`src/rtl/bram_fifo_pkg.sv`:
```
// Shared sizing for the BRAM-backed FIFO controller and its output buffer.
package bram_fifo_pkg;

  localparam int unsigned DEF_DATA_W = 8;
  localparam int unsigned DEF_ADDR_W = 10;
  localparam int unsigned DEF_DEPTH  = 1 << DEF_ADDR_W;

endpackage

```
`src/rtl/bram_fifo_ctrl_if.sv`:
```
// Valid/ready byte streams into (s_*) and out of (m_*) the BRAM FIFO controller.
interface bram_fifo_ctrl_if
  import bram_fifo_pkg::*;
#(
  parameter int unsigned DATA_W = DEF_DATA_W
);

  logic              s_valid;
  logic              s_ready;
  logic [DATA_W-1:0] s_data;
  logic              m_valid;
  logic              m_ready;
  logic [DATA_W-1:0] m_data;

  modport master (output s_valid, s_data, m_ready, input s_ready, m_valid, m_data);
  modport slave  (input s_valid, s_data, m_ready, output s_ready, m_valid, m_data);

endinterface

```
`src/rtl/bram_fifo_obuf.sv`:
```
// Two-entry in-order buffer holding BRAM read data prefetched for the output stream.
module bram_fifo_obuf
  import bram_fifo_pkg::*;
#(
  parameter int unsigned DATA_W = DEF_DATA_W
) (
  input  logic              clk,
  input  logic              rst_n,
  input  logic              push,
  input  logic [DATA_W-1:0] push_data,
  input  logic              pop,
  output logic [1:0]        buf_cnt,
  output logic [DATA_W-1:0] head
);

  logic [1:0][DATA_W-1:0] ent_q, ent_d;
  logic [1:0]             cnt_q, cnt_d;
  logic                   pop_ok;

  // Entry 0 is always the head; a pop shifts entry 1 down.
  always_comb begin
    ent_d  = ent_q;
    cnt_d  = cnt_q;
    pop_ok = pop & (cnt_q != 2'd0);
    case ({push, pop_ok})
      2'b10: begin
        ent_d[cnt_q[0]] = push_data;
        cnt_d           = cnt_q + 2'd1;
      end
      2'b01: begin
        ent_d[0] = ent_q[1];
        cnt_d    = cnt_q - 2'd1;
      end
      2'b11: begin
        if (cnt_q == 2'd1) begin
          ent_d[0] = push_data;
        end else begin
          ent_d[0] = ent_q[1];
          ent_d[1] = push_data;
        end
      end
      default: ;
    endcase
  end

  always_ff @(posedge clk) begin
    if (!rst_n) begin
      cnt_q <= 2'd0;
    end else begin
      cnt_q <= cnt_d;
    end
    ent_q <= ent_d;
  end

  assign buf_cnt = cnt_q;
  assign head    = ent_q[0];

endmodule

```
`src/rtl/bram_fifo_ctrl.sv`:
```
// FIFO controller in front of a simple dual-port BRAM with FWFT prefetch on the read side.
module bram_fifo_ctrl
  import bram_fifo_pkg::*;
#(
  parameter int unsigned DATA_W = DEF_DATA_W,
  parameter int unsigned ADDR_W = DEF_ADDR_W
) (
  input  logic              clk,
  input  logic              rst_n,
  bram_fifo_ctrl_if.slave   bus,
  output logic [ADDR_W+1:0] count,
  output logic              mem_wr_en,
  output logic [ADDR_W-1:0] mem_wr_addr,
  output logic [DATA_W-1:0] mem_wr_data,
  output logic              mem_rd_en,
  output logic [ADDR_W-1:0] mem_rd_addr,
  input  logic [DATA_W-1:0] mem_rd_data
);

  localparam int unsigned PTR_W = ADDR_W + 1;
  localparam int unsigned CNT_W = ADDR_W + 2;
  localparam int unsigned DEPTH = 1 << ADDR_W;

  logic [PTR_W-1:0]  wr_ptr_q, wr_ptr_d;
  logic [PTR_W-1:0]  rd_ptr_q, rd_ptr_d;
  logic              inflight_q, inflight_d;
  logic [PTR_W-1:0]  mem_count;
  logic              mem_full;
  logic              push, pop;
  logic [2:0]        occ;
  logic [1:0]        buf_cnt;
  logic [DATA_W-1:0] head;

  // Issue a read only when the returning word is guaranteed a buffer slot.
  always_comb begin
    mem_count   = wr_ptr_q - rd_ptr_q;
    mem_full    = (mem_count == PTR_W'(DEPTH));
    bus.s_ready = rst_n & ~mem_full;
    push        = bus.s_valid & rst_n & ~mem_full;
    pop         = (buf_cnt != 2'd0) & bus.m_ready;
    occ         = 3'(buf_cnt) + 3'(inflight_q) - 3'(pop);
    mem_rd_en   = rst_n & (mem_count != '0) & (occ < 3'd2);
    mem_rd_addr = rd_ptr_q[ADDR_W-1:0];
    mem_wr_en   = push;
    mem_wr_addr = wr_ptr_q[ADDR_W-1:0];
    mem_wr_data = bus.s_data;
    wr_ptr_d    = wr_ptr_q + PTR_W'(push);
    rd_ptr_d    = rd_ptr_q + PTR_W'(mem_rd_en);
    inflight_d  = mem_rd_en;
    count       = CNT_W'(mem_count) + CNT_W'(inflight_q) + CNT_W'(buf_cnt);
  end

  always_ff @(posedge clk) begin
    if (!rst_n) begin
      wr_ptr_q   <= '0;
      rd_ptr_q   <= '0;
      inflight_q <= 1'b0;
    end else begin
      wr_ptr_q   <= wr_ptr_d;
      rd_ptr_q   <= rd_ptr_d;
      inflight_q <= inflight_d;
    end
  end

  bram_fifo_obuf #(.DATA_W(DATA_W)) u_obuf (
    .clk       (clk),
    .rst_n     (rst_n),
    .push      (inflight_q),
    .push_data (mem_rd_data),
    .pop       (pop),
    .buf_cnt   (buf_cnt),
    .head      (head)
  );

  assign bus.m_valid = (buf_cnt != 2'd0);
  assign bus.m_data  = head;

endmodule
```
`src/flat_wrapper.sv`:
```
// flat-port wrapper written by rule: the top's interface ports become plain ports
module bram_fifo_ctrl_flat import bram_fifo_pkg::*;
#(
  parameter int unsigned DATA_W = DEF_DATA_W,
  parameter int unsigned ADDR_W = DEF_ADDR_W
)
  (clk, rst_n, count, mem_wr_en, mem_wr_addr, mem_wr_data, mem_rd_en, mem_rd_addr, mem_rd_data, bus_s_valid, bus_s_data, bus_m_ready, bus_s_ready, bus_m_valid, bus_m_data);
  bram_fifo_ctrl_if #(.DATA_W(DATA_W)) bus_i ();
  input  logic clk;
  input  logic rst_n;
  output logic [ADDR_W+1:0] count;
  output logic mem_wr_en;
  output logic [ADDR_W-1:0] mem_wr_addr;
  output logic [DATA_W-1:0] mem_wr_data;
  output logic mem_rd_en;
  output logic [ADDR_W-1:0] mem_rd_addr;
  input  logic [DATA_W-1:0] mem_rd_data;
  input wire logic [$bits(bus_i.s_valid)-1:0] bus_s_valid;
  input wire logic [$bits(bus_i.s_data)-1:0] bus_s_data;
  input wire logic [$bits(bus_i.m_ready)-1:0] bus_m_ready;
  output wire logic [$bits(bus_i.s_ready)-1:0] bus_s_ready;
  output wire logic [$bits(bus_i.m_valid)-1:0] bus_m_valid;
  output wire logic [$bits(bus_i.m_data)-1:0] bus_m_data;
  assign bus_i.s_valid = bus_s_valid;
  assign bus_i.s_data = bus_s_data;
  assign bus_i.m_ready = bus_m_ready;
  assign bus_s_ready = bus_i.s_ready;
  assign bus_m_valid = bus_i.m_valid;
  assign bus_m_data = bus_i.m_data;
  bram_fifo_ctrl #(.DATA_W(DATA_W), .ADDR_W(ADDR_W)) u_core (.clk(clk), .rst_n(rst_n), .bus(bus_i), .count(count), .mem_wr_en(mem_wr_en), .mem_wr_addr(mem_wr_addr), .mem_wr_data(mem_wr_data), .mem_rd_en(mem_rd_en), .mem_rd_addr(mem_rd_addr), .mem_rd_data(mem_rd_data));
endmodule
```
`config.mk`:
```
export PLATFORM = sky130hd
export DESIGN_NAME = bram_fifo_ctrl_flat
export DESIGN_NICKNAME = d
export VERILOG_FILES = /design/src/rtl/bram_fifo_pkg.sv /design/src/rtl/bram_fifo_ctrl_if.sv /design/src/rtl/bram_fifo_obuf.sv /design/src/rtl/bram_fifo_ctrl.sv /design/src/flat_wrapper.sv
export SDC_FILE = /design/constraint.sdc
export NUM_CORES = 1
export LEC_CHECK = 0
export BUFFER_PORTS_ARGS = -buffer_cell sky130_fd_sc_hd__buf_2
export CAP_MARGIN = 15
export CORE_MARGIN = 10
export CORE_UTILIZATION = 25
export CTS_CLUSTER_DIAMETER = 120
export DETAILED_ROUTE_END_ITERATION = 12
export PLACE_DENSITY = 0.39
export SYNTH_ARGS = -nofsm -noshare
export SYNTH_HDL_FRONTEND = slang
export SYNTH_SLANG_ARGS = --single-unit
```
`constraint.sdc`:
```
create_clock -name clk -period 3.75 [get_ports clk]
set_input_delay 0.375 -clock clk [delete_from_list [all_inputs] [get_ports clk]]
set_output_delay 0.375 -clock clk [all_outputs]
set_load 0.01 [all_outputs]
```
==> flow_metrics.env, run 1 <==
export IMPL_clk_pin_slew_ps=60
export IMPL_final_setup_skew_ps=3.70
export IMPL_holdCritPathClass="input port to register"
export IMPL_dpl_cell_count=551
export IMPL_first_global_vias=2483
export IMPL_drt_first_pass_iters=5
export IMPL_crit_path_max_fanout=3
export IMPL_grt_use_total_pct=9.21
export IMPL_critPathArrivalTime_ps=3110
export IMPL_irDropWorstVdd_mv=0.140
export IMPL_cts_buffers=5
export IMPL_synth_edf_count=16
export IMPL_cts_tree="built"
export IMPL_finalHoldViolCount=0
export IMPL_antenna_left=0
export IMPL_cp_startpoint="u_core.wr_ptr_q[0]"
export IMPL_synthArstFlopShare_pct=0
export IMPL_ios=72
export IMPL_cp_endpoint="count[7]"
export IMPL_setup_viol=0
export IMPL_drc_errors=0
export IMPL_cts_root_buffer="clkbuf_16"
export IMPL_clock_fmax_ghz=0.287
export IMPL_syn_nets=395
export IMPL_floorplan_rows=41
export IMPL_r2r_start="u_core.rd_ptr_q[2]"
export IMPL_clkLatencyLatePin_ps=290
export IMPL_syn2layout_area_growth_pct=15.7
export IMPL_status="completed"
export IMPL_grt_max_degree=28
export IMPL_ctsHoldBuffers=0
export IMPL_synth_ff_type="dfxtp_1"
export IMPL_drt_total_wl_um=8330
export IMPL_r2r_cells=13
export IMPL_fp_dieArea_um2=17900
export IMPL_worst_pin_slew_ps=924
export IMPL_cts_sinks=41
export IMPL_coreArea_um2=12700
export IMPL_critPathLaunchType="register"
export IMPL_synth_yosys_seq_area_share_pct=30.2
export IMPL_die_h_um=134
export IMPL_maxSlewHeadroom_pct=37.9
export IMPL_worstSetupPathType="register to output port"
export IMPL_drt_iter0_markers=139
export IMPL_syn_area_um2=3240
export IMPL_htreeDepth=2
export IMPL_syn_inst=349
export IMPL_rsz0062_at_grt="no"
export IMPL_drive_gt1_share_pct=29.9
export IMPL_setup_tns_ps=0
export IMPL_vias=2473
export IMPL_layout_worst_path_cycle_share_pct=93.0
export IMPL_start_util_pct=25.6
export IMPL_final_max_slew_violation_count=0
export IMPL_dp_hpwl_um=6650
export IMPL_maxCapViolCount=0
export IMPL_finalNonFillerCells=560
export IMPL_gp_congestion=0.741
export IMPL_die_w_um=134
export IMPL_antenna_found_initial=0
export IMPL_final_min_clock_period_ps=3490
export IMPL_cp_required_ps=3380
export IMPL_n_antenna_cell=0
export IMPL_ys_ff_latch=41
export IMPL_r2r_slack_ps=370
export IMPL_p_per_area_nw_per_um2=633
export IMPL_globalRouteOverflowTotal=0
export IMPL_layout_commonest_cell="buf_2"
export IMPL_synth_warnings=0
export IMPL_port_buffers=55
export IMPL_final_cell_mix="buf_2 (55), inv_1 (29), xnor2_1 (25), dfxtp_1 (25)"
export IMPL_nNetsFinal=433
export IMPL_p_leak_uw=0.00163
export IMPL_via_per_inst=4.42
export IMPL_grt_pass1_wl_um=13500
export IMPL_clk_path_buf_depth=2
export IMPL_crit_path_end_kind="output port"
export IMPL_rr_endpoint="u_core.wr_ptr_q[2]"
export IMPL_synth_cell_types=58
export IMPL_syn_avg_cell_area_um2=9.30
export IMPL_wl_per_cell_um=14.9
-- cell families after synthesis --
kind of cell / share of synthesized area [%]
buffers and inverters: 14.1
AOI/OAI and AO/OA: 12.7
and+or+nand+nor: 19.8
xor gates and xnor gates: 9.18
DFF: 30.2
muxes: 3.09
adders and majority gates: 11.0
-- Yosys cell counts, types with 2 or more instances --
library cell / n / area [um^2]
clkbuf_1: 6 / 22.5
a31oi_1: 2 / 12.5
nor3_1: 4 / 20.0
nand2_1: 10 / 37.5
xnor2_1: 25 / 219
buf_4: 36 / 270
xor2_1: 9 / 78.8
a21oi_2: 2 / 17.5
a21boi_0: 4 / 30.0
mux2_2: 8 / 90.1
fa_1: 4 / 80.1
nor2_1: 8 / 30.0
a211oi_1: 2 / 15.0
dfxtp_1: 25 / 500
nand2b_1: 3 / 18.8
and2_1: 23 / 144
a222oi_1: 8 / 80.1
nand3_1: 14 / 70.1
a21o_1: 3 / 22.5
buf_6: 2 / 22.5
or3_1: 4 / 25.0
inv_1: 29 / 109
o31ai_1: 2 / 15.0
nand4b_1: 3 / 26.3
and2b_2: 2 / 17.5
or4_2: 2 / 17.5
nor2b_1: 11 / 68.8
ha_1: 22 / 275
edfxtp_1: 16 / 480
clkbuf_8: 2 / 27.5
nand3b_1: 2 / 15.0
o21a_1: 2 / 15.0
and3_1: 9 / 56.3
o21ai_0: 9 / 45.0
nor4_1: 4 / 25.0
or4_1: 3 / 22.5
a21oi_1: 8 / 40.0
-- sequential cells by signal (all words and copies together), names as in the netlist --
signal,flops
u_core.inflight_q,1
u_core.rd_ptr_q,11
u_core.u_obuf.buf_cnt,2
u_core.u_obuf.ent_q,8
u_core.wr_ptr_q,11
u_core.u_obuf.head,8
-- power by group --
group / switching, uW / internal (uW) / total (uW)
Combinational: 679 / 573 / 1250
Sequential: 38.0 / 584 / 622
Clock: 188 / 315 / 503
-- metal layers --
metal  vias up  global-route usage [%]  part of all wire, %
met4         0                    2.12                 0.66
met2        61                    14.4                   45
li1       1264                       -                    -
met3         5                    3.47                  6.9
met5         -                       0                    0
met1      1143                    11.7                   48
-- layout make-up --
class | count | area (um^2)
timing repair buffer | 78 | 448
inverter | 29 | 109
tap | 172 | 215
multi-input combinational | 232 | 1830
clock inverter | 3 | 46.3
sequential | 41 | 981
fill | 1357 | 8920
clock buffer | 5 | 125
-- critical path, cell delays in order, from the launching register on --
cell and delay, ps:
dfxtp_1 330, inv_1 50, ha_1 200, inv_1 70, fa_2 460, ha_1 290, a21o_1 90, and2_1 150
and4bb_2 290, nand2_1 110, o41a_1 140, or4_1 510, buf_2 150
-- what timing repair did --
item	CTS	global route
buffers inserted	0	1
pin swaps	0	1
setup endpoints to repair	1	18
gates resized for setup	1	6
-- stage by stage --
| step | utilization [%] | cell area (um^2) | worst slack (ps) | power (uW) | hold slack, ps |
|---|---|---|---|---|---|
| after global routing | 29.6 | 3750 | 17.2 | 2580 | 418 |
| after detailed placement | 28.0 | 3550 | 43.0 | 1890 | 513 |
| after CTS | 29.4 | 3720 | 74.5 | 2410 | 394 |
| after global placement | 28.0 | 3550 | 145 | 1890 | 491 |
| after floorplan | - | 3240 | 268 | 1490 | 476 |
| final | 29.6 | 3750 | 263 | 2380 | 409 |
-- how the worst min path moves through the flow --
stage / start / depth (start not counted) / to / slack [ps]
2_1_floorplan: u_core.wr_ptr_q[10] / 2 / u_core.wr_ptr_q[10] / 480
4_1_cts: mem_rd_data[2] / 3 / u_core.u_obuf.head[2] / 390
5_1_grt: mem_rd_data[5] / 2 / u_core.u_obuf.ent_q[13] / 420
6_report: mem_rd_data[2] / 3 / u_core.u_obuf.head[2] / 410
3_3_place_gp: u_core.wr_ptr_q[10] / 2 / u_core.wr_ptr_q[10] / 490
3_5_place_dp: u_core.wr_ptr_q[10] / 2 / u_core.wr_ptr_q[10] / 510
Note: power is estimated with default switching activity, not from simulation.
==> run 2, diff against run 1 <==
Settings changed: MAX_ROUTING_LAYER from default to met4.
==> run 2 against run 1 <==
Compared with the run above: hold slack worse by 0.66 ps; sequential power hardly changed; utilization stayed put; highest routed layer unchanged; sequential share of layout area unchanged; critical path type unchanged; global-route usage increased by 0.25 points; critical path depth unchanged; clock power barely moved; first-iteration DRC count is 17% higher; final cell count is the same; non-clock buffer count unchanged; maximum frequency hardly changed.
==> flow_metrics.env, run 2 (same netlist as run 1, synthesis figures left out) <==
export IMPL_cts_sinks=41
export IMPL_finalNonFillerCells=560
export IMPL_die_h_um=134
export IMPL_final_min_clock_period_ps=3490
export IMPL_power_frac_seq_pct=26.2
export IMPL_p_leak_uw=0.00163
export IMPL_port_buffers=55
export IMPL_holdCritPathClass="input port to register"
export IMPL_htreeDepth=2
export IMPL_grt_pass1_wl_um=13500
export IMPL_nNetsFinal=433
export IMPL_fin_total_pwr_uw=2380
export IMPL_clkLatencyLatePin_ps=290
export IMPL_finalHoldViolCount=0
export IMPL_worst_pin_slew_ps=931
export IMPL_maxSlewHeadroom_pct=37.5
export IMPL_layout_worst_path_cycle_share_pct=93.0
export IMPL_rsz0062_at_grt="no"
export IMPL_first_global_vias=2485
export IMPL_drc_errors=0
export IMPL_path_cells="inv_1 > ha_1 > inv_1 > fa_2 > ha_1 > a21o_1 > and2_1 > and4bb_2 > nand2_1 > o41a_1 > or4_1 > buf_2"
export IMPL_final_cell_mix="buf_2 (55), inv_1 (29), xnor2_1 (25), dfxtp_1 (25)"
export IMPL_syn2layout_area_growth_pct=15.7
export IMPL_wl_per_cell_um=14.9
export IMPL_crit_path_end_kind="output port"
export IMPL_antenna_left=0
export IMPL_r2r_slack_ps=370
export IMPL_finalWorstSetupSlack_ps=264
export IMPL_drive_gt1_share_pct=29.9
export IMPL_irDropWorstVdd_mv=0.141
export IMPL_whs_ps=408
export IMPL_vias=2455
export IMPL_ctsHoldBuffers=0
export IMPL_setup_viol=0
export IMPL_drt_first_pass_iters=5
export IMPL_swShare_pct=38.1
export IMPL_fp_dieArea_um2=17900
export IMPL_clk_path_buf_depth=2
export IMPL_layout_commonest_cell="buf_2"
export IMPL_coreArea_um2=12700
export IMPL_worstSetupPathType="register to output port"
export IMPL_ios=72
export IMPL_max_stage_delay_ps=510
export IMPL_via_per_inst=4.38
export IMPL_final_setup_skew_ps=4.03
export IMPL_drt_iter0_markers=163
export IMPL_floorplan_rows=41
export IMPL_switching_power_uw=905
export IMPL_gp_congestion=0.751
export IMPL_cts_root_buffer="clkbuf_16"
export IMPL_largest_registers="u_core.rd_ptr_q: 11 flops, u_core.wr_ptr_q: 11 flops"
export IMPL_drt_total_wl_um=8320
export IMPL_cp_required_ps=3380
export IMPL_clock_fmax_ghz=0.287
export IMPL_grt_use_total_pct=9.46
export IMPL_clkPwrFrac_pct=21.2
export IMPL_clk_pin_slew_ps=60
export IMPL_setup_tns_ps=0
export IMPL_globalRouteOverflowTotal=0
export IMPL_cts_buffers=5
export IMPL_combinationalPowerShare_pct=52.7
export IMPL_maxCapViolCount=0
export IMPL_final_max_slew_violation_count=0
export IMPL_start_util_pct=25.6
export IMPL_die_w_um=134
export IMPL_p_per_area_nw_per_um2=633
export IMPL_slowest_stage="or4_1"
export IMPL_critPathArrivalTime_ps=3110
export IMPL_crit_path_max_fanout=3
export IMPL_grt_max_degree=28
export IMPL_dp_hpwl_um=6650
export IMPL_critPathLaunchType="register"
export IMPL_antenna_found_initial=0
export IMPL_p_int_uw=1470
export IMPL_cts_tree="built"
export IMPL_dp_slack_ps=43.0
export IMPL_dpl_cell_count=551
export IMPL_n_antenna_cell=0
export IMPL_status="completed"
[run 2: cell counts in the layout (fill, tap and decap cells not counted)]
No cell type changed its count.
[run 2: final timing paths]
kind | from | endpoint | depth (start not counted)
max | u_core.wr_ptr_q[0] | count[7] | 12
min | mem_rd_data[2] | u_core.u_obuf.head[2] | 3
max reg2reg | u_core.rd_ptr_q[2] | u_core.wr_ptr_q[2] | 13
min reg2reg | u_core.wr_ptr_q[10] | u_core.wr_ptr_q[10] | 2
[run 2: worst max-delay path, delay by kind of cell, from the launching register on]
family                   cells  cell delay, ps
buffers and inverters        3             270
flip-flops                   1             330
AO/OA/AOI/OAI                2             230
AND/OR/NAND/NOR              4            1060
adder cells (fa/ha/maj)      3             950
[run 2: power by group through the flow]
stage | Clock (uW) | Combinational, uW | Sequential, uW
after CTS | 521 | 1260 | 624
after global placement | 0 | 1250 | 633
after floorplan | 0 | 863 | 630
final | 503 | 1250 | 622
after detailed placement | 0 | 1250 | 634
after global routing | 539 | 1410 | 634
[run 2: area by class of cell]
cell class | count | area (um^2)
Inverter | 29 | 109
Clock inverter | 3 | 46.3
Timing Repair Buffer | 78 | 448
Sequential cell | 41 | 981
Tap cell | 172 | 215
Clock buffer | 5 | 125
Fill cell | 1357 | 8920
Multi-Input combinational cell | 232 | 1830
[run 2: what timing repair did]
| action | 4_1_cts | 5_1_grt |
|---|---|---|
| gates resized for setup | 1 | 6 |
| buffers inserted | 0 | 1 |
| pin swaps | 0 | 1 |
| gates cloned | 0 | 0 |
| setup endpoints to repair | 1 | 18 |
[run 2: metal layers]
metal / GRT usage, % / vias to the layer above / wire (um)
met4: 2.12 / 0 / 49
li1: - / 1264 / -
met5: - / - / 0
met2: 14.4 / 56 / 3700
met1: 12.0 / 1130 / 4100
met3: 2.95 / 5 / 471
[run 2: through the flow]
step	cell area (um^2)	utilization (%)
after CTS	3720	29.4
after floorplan	3240	-
after global placement	3550	28.0
final	3750	29.6
after detailed placement	3550	28.0
after global routing	3750	29.6
==> run 3, diff against run 2 <==
Settings changed: ABC_AREA from default to 1, PLACE_DENSITY 0.39 to default.
==> run 3 against run 2 <==
Compared with the run above: non-clock buffer count down 12; critical path depth up 10; largest cell class unchanged; setup slack worse by 24 ps; count of clock-buffer cells in the layout unchanged; maximum frequency down 0.69%; sequential power down 1%; utilization up 0.68 points; die area down 3.1%; global-route usage down 0.69 points; sequential share of layout area up 0.70 points; sequential cell count unchanged; largest power group unchanged; power down 0.39%.
==> flow_metrics.env, run 3 <==
export IMPL_status="completed"
export IMPL_cp_required_ps=3910
export IMPL_maxSlewHeadroom_pct=49.3
export IMPL_crit_path_end_kind="register"
export IMPL_ctsHoldBuffers=0
export IMPL_cts_sinks=41
export IMPL_cts_buffers=5
export IMPL_p_leak_uw=0.00187
export IMPL_syn_avg_cell_area_um2=7.54
export IMPL_synth_top_area_cell="dfxtp_1"
export IMPL_coreArea_um2=12100
export IMPL_layout_commonest_cell="inv_1"
export IMPL_yosysMostFrequentCell="inv_1"
export IMPL_syn2layout_area_growth_pct=17.4
export IMPL_start_util_pct=25.8
export IMPL_max_stage_delay_ps=480
export IMPL_die_w_um=132
export IMPL_via_per_inst=4.17
export IMPL_whs_ps=413
export IMPL_floorplan_rows=40
export IMPL_fin_total_pwr_uw=2370
export IMPL_grt_use_total_pct=8.78
export IMPL_dp_slack_ps=88.5
export IMPL_syn_nets=461
export IMPL_syn_inst=415
export IMPL_critPathMostFrequentCell="inv_2"
export IMPL_clkLatencyLatePin_ps=290
export IMPL_vias=2574
export IMPL_port_buffers=55
export IMPL_drt_iter0_markers=117
export IMPL_worstSetupPathType="register to register"
export IMPL_finalHoldViolCount=0
export IMPL_drive_gt1_share_pct=28.7
export IMPL_grt_pass1_wl_um=12300
export IMPL_r2r_slack_ps=240
export IMPL_fin_area_um2=3670
export IMPL_worst_pin_slew_ps=761
export IMPL_critPathLaunchType="register"
export IMPL_synth_edf_count=16
export IMPL_crit_path_max_fanout=4
export IMPL_synth_top_cells_by_count="inv_1 (74), nand2_1 (70), nor2_1 (43), buf_4 (36), dfxtp_1 (25)"
export IMPL_first_global_vias=2548
export IMPL_p_per_area_nw_per_um2=645
export IMPL_path_cells="inv_2 > ha_4 > inv_2 > nand2_4 > inv_1 > ha_1 > or2_4 > fa_1 > o21ai_0 > a211oi_1 > nand2_1 > inv_2 > ha_4 > ha_4 > nand2_1 > inv_2 > nand2_4 > nor3_4 > nand2_2 > nor3_4 > and3_1 > nor3_1"
export IMPL_syn_area_um2=3130
export IMPL_synth_cell_types=37
export IMPL_synth_yosys_seq_area_share_pct=31.4
export IMPL_holdCritPathClass="input port to register"
export IMPL_synth_warnings=0
export IMPL_globalRouteOverflowTotal=0
export IMPL_final_setup_skew_ps=3.97
export IMPL_maxCapViolCount=0
export IMPL_antenna_found_initial=0
export IMPL_synth_top_cell_area_share_pct=16.0
export IMPL_synth_ff_type="dfxtp_1"
export IMPL_fillers=1325
export IMPL_grt_max_degree=16
export IMPL_slowest_stage="fa_1"
export IMPL_clk_pin_slew_ps=60
export IMPL_final_max_slew_violation_count=0
export IMPL_yosys_top_cells_area="dfxtp_1 (16%), edfxtp_1 (15%), inv_1 (8.9%)"
export IMPL_die_h_um=132
export IMPL_final_min_clock_period_ps=3510
export IMPL_cts_root_buffer="clkbuf_16"
export IMPL_antenna_left=0
export IMPL_ys_ff_latch=41
export IMPL_finalCoreUtilization_pct=30.3
export IMPL_synthArstFlopShare_pct=0
export IMPL_largest_registers="u_core.rd_ptr_q: 11 flops, u_core.wr_ptr_q: 11 flops"
export IMPL_layout_worst_path_cycle_share_pct=93.6
export IMPL_clock_fmax_ghz=0.285
export IMPL_setup_viol=0
export IMPL_cts_tree="built"
export IMPL_finalWorstSetupSlack_ps=239
export IMPL_ios=72
export IMPL_final_cell_mix="inv_1 (68), nand2_1 (67), buf_2 (55)"
export IMPL_drt_total_wl_um=7410
export IMPL_drc_errors=0
export IMPL_n_antenna_cell=0
export IMPL_gp_congestion=0.854
export IMPL_dp_hpwl_um=6040
export IMPL_htreeDepth=2
export IMPL_fp_dieArea_um2=17400
export IMPL_nNetsFinal=496
export IMPL_placed_area_um2=3390
export IMPL_wl_per_cell_um=12.0
export IMPL_clk_path_buf_depth=2
export IMPL_irDropWorstVdd_mv=0.215
export IMPL_multiInputGateArea_um2=1670
export IMPL_drt_first_pass_iters=4
export IMPL_regArea_um2=985
export IMPL_critPathArrivalTime_ps=3670
run 3: cell count changes after synthesis, moves of 7 or more:
cell      change
a21oi_1       +8
a222oi_1      -8
and2_1       -23
and3_1        -8
inv_1        +45
mux2_2        -8
nand2_1      +60
nand2_2       +9
nand3_1       +7
nor2_1       +35
nor2b_1      -11
o22ai_1       +8
xnor2_1      -23
run 3: layout make-up:
| type | instances | share of cell area, % |
|---|---|---|
| Clock inverter | 2 | 0.954 |
| Clock buffer | 5 | 3.41 |
| Timing Repair Buffer | 66 | 9.75 |
| Inverter | 77 | 7.87 |
| Sequential cell | 41 | 26.8 |
| Tap cell | 168 | 5.73 |
| Multi-Input combinational cell | 259 | 45.5 |
run 3: path summary, 6_finish.rpt:
check,startpoint,depth (start not counted),endpoint
hold reg to reg,u_core.rd_ptr_q[6],2,u_core.rd_ptr_q[6]
setup reg to reg,u_core.u_obuf.buf_cnt[0],22,u_core.rd_ptr_q[10]
hold / removal,mem_rd_data[0],3,u_core.u_obuf.ent_q[8]
setup / recovery,u_core.u_obuf.buf_cnt[0],22,u_core.rd_ptr_q[10]
run 3: power by group:
part           switching (uW)  internal (uW)  total, uW  leakage [uW]
registers                35.0            579        614      0.000355
clock network             174            309        482     0.0000797
logic                     784            487       1270       0.00144
total                     993           1380       2370       0.00187
run 3: worst max-delay path: cells and delay by family (launching register included):
kind                     cells  cell delay, ps
AO/OA/AOI/OAI                2             300
buffers and inverters        5             350
adder cells (fa/ha/maj)      5            1150
flip-flops                   1             320
AND/OR/NAND/NOR             10            1280
run 3: metal layers:
| metal | track usage (%) | wire length (um) |
|---|---|---|
| met1 | 11.3 | 3720 |
| met2 | 13.2 | 3260 |
| met3 | 2.40 | 352 |
| met4 | 2.47 | 78 |
| met5 | - | 0 |
run 3: cell families after synthesis:
kind of cell,count (synthesis),share of synthesized area (%)
DFF,41,31.4
and+or+nand+nor,179,27.7
AOI/OAI and AO/OA,39,7.04
buffers and inverters,115,18.1
xor gates and xnor gates,15,4.44
adders and majority gates,26,11.4
run 3: timing repair:
| item | 4_1_cts | 5_1_grt |
|---|---|---|
| buffers inserted | 0 | 4 |
| endpoints found under the setup margin | 0 | 6 |
| resized for setup | 0 | 29 |
run 3: stage by stage:
step | setup TNS (ps) | instances
3_5_place_dp | 0 | 607
5_1_grt | -18.4 | 618
2_1_floorplan | 0 | 415
6_report | 0 | 618
3_3_place_gp | 0 | 607
4_1_cts | 0 | 614
